$ cat config.mk
export PLATFORM = sky130hd
export DESIGN_NAME = clkdiv_multi
export DESIGN_NICKNAME = d
export VERILOG_FILES = /design/src/rtl/clkdiv_multi.sv
export SDC_FILE = /design/constraint.sdc
export NUM_CORES = 1
export LEC_CHECK = 0
export BUFFER_PORTS_ARGS = -buffer_cell sky130_fd_sc_hd__buf_2
export CORE_ASPECT_RATIO = 1.75
export CORE_UTILIZATION = 40
export DETAILED_ROUTE_END_ITERATION = 16
export GPL_ROUTABILITY_DRIVEN = 0
export PLACE_DENSITY = 0.53
export SLEW_MARGIN = 20
export SYNTH_ARGS = -nofsm -noshare
export SYNTH_HDL_FRONTEND = slang
export SYNTH_SLANG_ARGS = --single-unit
$ cat constraint.sdc
create_clock -name iclk -period 8.2 [get_ports iclk]
set_input_delay 0.41 -clock iclk [delete_from_list [all_inputs] [get_ports iclk]]
set_output_delay 0.41 -clock iclk [all_outputs]
set_load 0.005 [all_outputs]
$ cat src/rtl/clkdiv_multi.sv
// Multi-channel programmable clock divider with glitch-free half-period reload.
// Optional CLKDIV_SYNC_EN adds an isync input that phase-aligns all enabled channels.
module clkdiv_multi #(
    parameter int NUM_CH       = 4,
    parameter int CNT_W        = 32,
    parameter int DEFAULT_HALF = 25000000,
    parameter int SEL_W        = (NUM_CH > 1) ? $clog2(NUM_CH) : 1
) (
    input  logic              iclk,
    input  logic              irst_n,
    input  logic              iload,
    input  logic [SEL_W-1:0]  isel,
    input  logic [CNT_W-1:0]  ihalf,
    input  logic [NUM_CH-1:0] ien,
`ifdef CLKDIV_SYNC_EN
    input  logic              isync,
`endif
    output logic [NUM_CH-1:0] oclk,
    output logic [NUM_CH-1:0] otick,
    output logic [NUM_CH-1:0] opending
);

    localparam logic [CNT_W-1:0] DEF_H = CNT_W'(DEFAULT_HALF);
    localparam logic [CNT_W-1:0] ONE   = CNT_W'(1);

    logic [CNT_W-1:0]  cnt_q [NUM_CH];
    logic [CNT_W-1:0]  cnt_d [NUM_CH];
    logic [CNT_W-1:0]  h_q   [NUM_CH];
    logic [CNT_W-1:0]  h_d   [NUM_CH];
    logic [CNT_W-1:0]  p_q   [NUM_CH];
    logic [CNT_W-1:0]  p_d   [NUM_CH];
    logic [NUM_CH-1:0] oclk_q, oclk_d;
    logic [NUM_CH-1:0] tick_q, tick_d;
    logic [NUM_CH-1:0] pend_q, pend_d;
    logic [NUM_CH-1:0] hit;
    logic [CNT_W-1:0]  half_in;
    logic              sync_req;

`ifdef CLKDIV_SYNC_EN
    assign sync_req = isync;
`else
    assign sync_req = 1'b0;
`endif

    // Zero is not a usable half-period; it is stored as 1.
    assign half_in = (ihalf == '0) ? ONE : ihalf;

    // isel values beyond the last channel match no index and are ignored.
    always_comb begin
        hit = '0;
        for (int i = 0; i < NUM_CH; i++) begin
            hit[i] = iload && (isel == SEL_W'(i));
        end
    end

    always_comb begin
        cnt_d  = cnt_q;
        h_d    = h_q;
        p_d    = p_q;
        oclk_d = oclk_q;
        tick_d = '0;
        pend_d = pend_q;
        for (int i = 0; i < NUM_CH; i++) begin
            if (hit[i]) begin
                p_d[i] = half_in;
            end
            if (!ien[i] || sync_req) begin
                // Disable and sync both restart the phase and flush any pending value.
                cnt_d[i]  = '0;
                oclk_d[i] = 1'b0;
                if (pend_q[i]) begin
                    h_d[i] = p_q[i];
                end
                pend_d[i] = hit[i];
            end else if (cnt_q[i] >= h_q[i] - ONE) begin
                cnt_d[i]  = '0;
                oclk_d[i] = ~oclk_q[i];
                tick_d[i] = ~oclk_q[i];
                if (oclk_q[i]) begin
                    if (hit[i]) begin
                        h_d[i]    = half_in;
                        pend_d[i] = 1'b0;
                    end else if (pend_q[i]) begin
                        h_d[i]    = p_q[i];
                        pend_d[i] = 1'b0;
                    end
                end else if (hit[i]) begin
                    pend_d[i] = 1'b1;
                end
            end else begin
                cnt_d[i] = cnt_q[i] + ONE;
                if (hit[i]) begin
                    pend_d[i] = 1'b1;
                end
            end
        end
    end

    always_ff @(posedge iclk or negedge irst_n) begin
        if (!irst_n) begin
            for (int i = 0; i < NUM_CH; i++) begin
                cnt_q[i] <= '0;
                h_q[i]   <= DEF_H;
                p_q[i]   <= DEF_H;
            end
            oclk_q <= '0;
            tick_q <= '0;
            pend_q <= '0;
        end else begin
            cnt_q  <= cnt_d;
            h_q    <= h_d;
            p_q    <= p_d;
            oclk_q <= oclk_d;
            tick_q <= tick_d;
            pend_q <= pend_d;
        end
    end

    assign oclk     = oclk_q;
    assign otick    = tick_q;
    assign opending = pend_q;

endmodule

==> results_dict.tcl <==
set metrics [dict create \
    status "completed" \
    yosysTopAreaCellShare_pct 33.0 \
    cts.path.max_buffers 3 \
    rsz0062_at_grt "no" \
    power_density_mw_per_mm2 220 \
    dieArea_mm2 0.0578 \
    dp.cells 2894 \
    grt_use_total_pct 20.3 \
    n_antenna_cell 0 \
    drc 0 \
    max_stage_delay_ns 0.80 \
    cp-startpoint "h_q[106]" \
    criticalPathCategory "reg2reg" \
    fin_setup_tns_ns 0 \
    via_count 16800 \
    fin_crit_ns 5.06 \
    crit_family "simple AND/OR/NAND/NOR gates" \
    portBuffers 52 \
    finalMaxSlewViolations 0 \
    r2r-end "cnt_q[120]" \
    synth.most_common_cell "dfrtp_1" \
    finalClockSkew_ns 0.0227 \
    first_pass_iters 5 \
    ys_warn_count 0 \
    avgViaCountPerCell 5.67 \
    cts_resized 0 \
    min-delay-path-class "in2reg" \
    cts_sinks 396 \
    start_util_pct 40.5 \
    cts_tree "done" \
    worst_pin_slew_ns 1.05 \
    root_buffer "clkbuf_16" \
    fin_crit_sh_pct 61.7 \
    multiInputGateArea_mm2 0.0121 \
    syn_inst 2250 \
    wire_per_inst_um 19.4 \
    num_io_pins 53 \
    die_w_um 182 \
    clock_latency_ns 0.57 \
    drt_iter0_drc 719 \
    ys_types 67 \
    placed_cell_area_mm2 0.0237 \
    cap_violations 0 \
    r2r_setup_slack_ns 3.14 \
    clock.fmax_mhz 198 \
    final_nets 2412 \
    fp.dieH_um 317 \
    crit_required_ns 8.59 \
    crit_path_start_kind "flip-flop" \
    nFillCells 5358 \
    drt-total-wl_um 57600 \
    synth_area_leaders "dfrtp_1, dfstp_2, ha_1, mux2_2, xnor2_1" \
    final_core_util_pct 44.5 \
    p_leak_nw 10.1 \
    worstPathCellList "or3_4 > or4_4 > or4_4 > nor4_4 > and4bb_1 > xnor2_1 > ha_1 > nand4_1 > or4_1 > nand2b_1 > and4_1 > nand2_1 > nor2_1" \
    reg2reg_depth 13 \
    ys.flop_type "dfrtp_1" \
    min-delay-start "ien[1]" \
    grt_pass1_wl_um 93300 \
    postSynthNetCount 2427 \
    netlist_area_mm2 0.0227 \
    synth_top_cell_by_area "dfrtp_1" \
    worstPathArrival_ns 5.44 \
    synthArstFlopShare_pct 100 \
    timing.rr.start "h_q[106]" \
    holdPathStages 2 \
    worst_hold_path.endpoint "opending[1]" \
    antenna_left 0 \
    cts_inserted_buffers 40 \
    ff_latch_area_mm2 0.0100 \
    grt_max_degree 158 \
    fp-row-count 115 \
    grt_antenna_before_repair 4 \
    relSlewSlack_pct 30.1 \
    finalHoldViolations 0 \
    path_buf_inv 0 \
    core_mm2 0.0561 \
    slowest_stage "nand2_1" \
    post-dp-hpwl_um 40300 \
    final-setup-viol-count 0 \
    final_cells 2968 \
    syn_area_per_cell_um2 10.1 \
    critPathMaxFanout 30 \
    ys_top_cells_by_count "dfrtp_1, nor2_1, nand2_1" \
    htree_levels 2 \
    end_kind "flip-flop" \
    ys_seq_elements 396 \
    overflow 0 \
    ys_seq_area_share_pct 44.1 \
    drive_gt1_share_pct 17.7 \
    areaGrowthSynthToFinish_pct 9.85 \
    first_global_vias 16900 \
    synth_edf_count 0 \
    clk_pin_slew_ns 0.06 \
    crit_top_cell "or4_4" \
    ir_worst_vdd_mv 0.135 \
    finalInstanceArea_mm2 0.0250 \
]
-- sequential cells by signal (all words and copies together) (netlist names) --
name / cells
cnt_q: 128
otick: 4
h_q: 128
p_q: 128
oclk: 4
opending: 4
-- per-layer routing --
layer  global-route usage (%)  part of all wire [%]
met2                     36.2                    51
met1                     25.1                    43
met3                     2.29                   2.9
met5                        0                 0.094
met4                     7.70                   3.4
-- cell usage in the layout (no fill, tap or decap), types with 11 or more instances in the layout --
master     instances
dfrtp_1          300
nor2_1           248
nand2_1          146
xnor2_1          144
ha_1             136
mux2_2           124
a22oi_1           96
dfstp_2           96
xor2_1            94
a21oi_1           83
o2bb2ai_1         67
nor3_1            59
nand4_1           52
buf_2             51
nand3_1           49
or4_1             46
inv_1             44
clkbuf_16         41
nor4_1            40
o211ai_1          34
o22ai_1           31
a2bb2oi_1         31
buf_4             26
o21ai_0           24
and4_1            18
and3_1            16
nand2b_1          14
nand3b_1          11
-- logic make-up (layout without fill, tap and decap cells) --
logic type	Yosys count	after routing	share of synthesized area, %
DFF	396	396	44.1
and+or+nand+nor	760	760	17.0
muxes	127	127	6.27
buffers and inverters	182	198	3.04
AOI/OAI and AO/OA	411	411	12.9
adders and majority gates	136	136	7.48
xor gates and xnor gates	238	238	9.17
-- worst reg2reg max path, cell delays in order (launching register included) --
cell	delay (ns)
dfrtp_1	0.43
or3_4	0.36
or4_4	0.46
or4_4	0.56
nor4_4	0.29
and4bb_1	0.26
xnor2_1	0.08
ha_1	0.32
nand4_1	0.13
or4_1	0.56
nand2b_1	0.19
and4_1	0.30
nand2_1	0.81
nor2_1	0.14
-- layout make-up --
class	count	area share, %
Multi-Input combinational cell	1672	48.4
Clock inverter	13	0.411
Timing Repair Buffer	81	2.06
Inverter	44	0.661
Clock buffer	60	4.75
Tap cell	702	3.52
Sequential cell	396	40.2
-- power by group --
part | total [mW] | switching (mW) | leakage, nW | internal, mW
clock network | 1.84 | 0.804 | 0.637 | 1.04
logic | 1.06 | 0.548 | 4.63 | 0.514
registers | 2.60 | 0.285 | 4.82 | 2.31
total | 5.50 | 1.64 | 10.1 | 3.86
-- worst max path at each step --
stage	end	slack (ns)	cells after the start
3_5_place_dp	cnt_q[115]	2.85	12
6_report	cnt_q[120]	3.14	13
4_1_cts	cnt_q[115]	2.86	12
3_3_place_gp	cnt_q[96]	3.09	12
2_1_floorplan	h_q[102]	3.86	14
5_1_grt	cnt_q[108]	2.77	13
-- stage by stage --
step | hold slack (ns) | total power, mW | worst slack [ns]
2_1_floorplan | 0.114 | 3.35 | 3.86
4_1_cts | 0.109 | 5.58 | 2.86
3_3_place_gp | 0.462 | 3.65 | 3.09
3_5_place_dp | 0.476 | 3.69 | 2.85
6_report | 0.135 | 5.50 | 3.14
5_1_grt | 0.146 | 5.81 | 2.77
-- what timing repair did --
action                                 4_1_cts  5_1_grt
buffers inserted                             0        0
endpoints found under the hold margin       88        0
hold buffers                                 1        0
No activity file was read; power rests on OpenSTA's default activity.
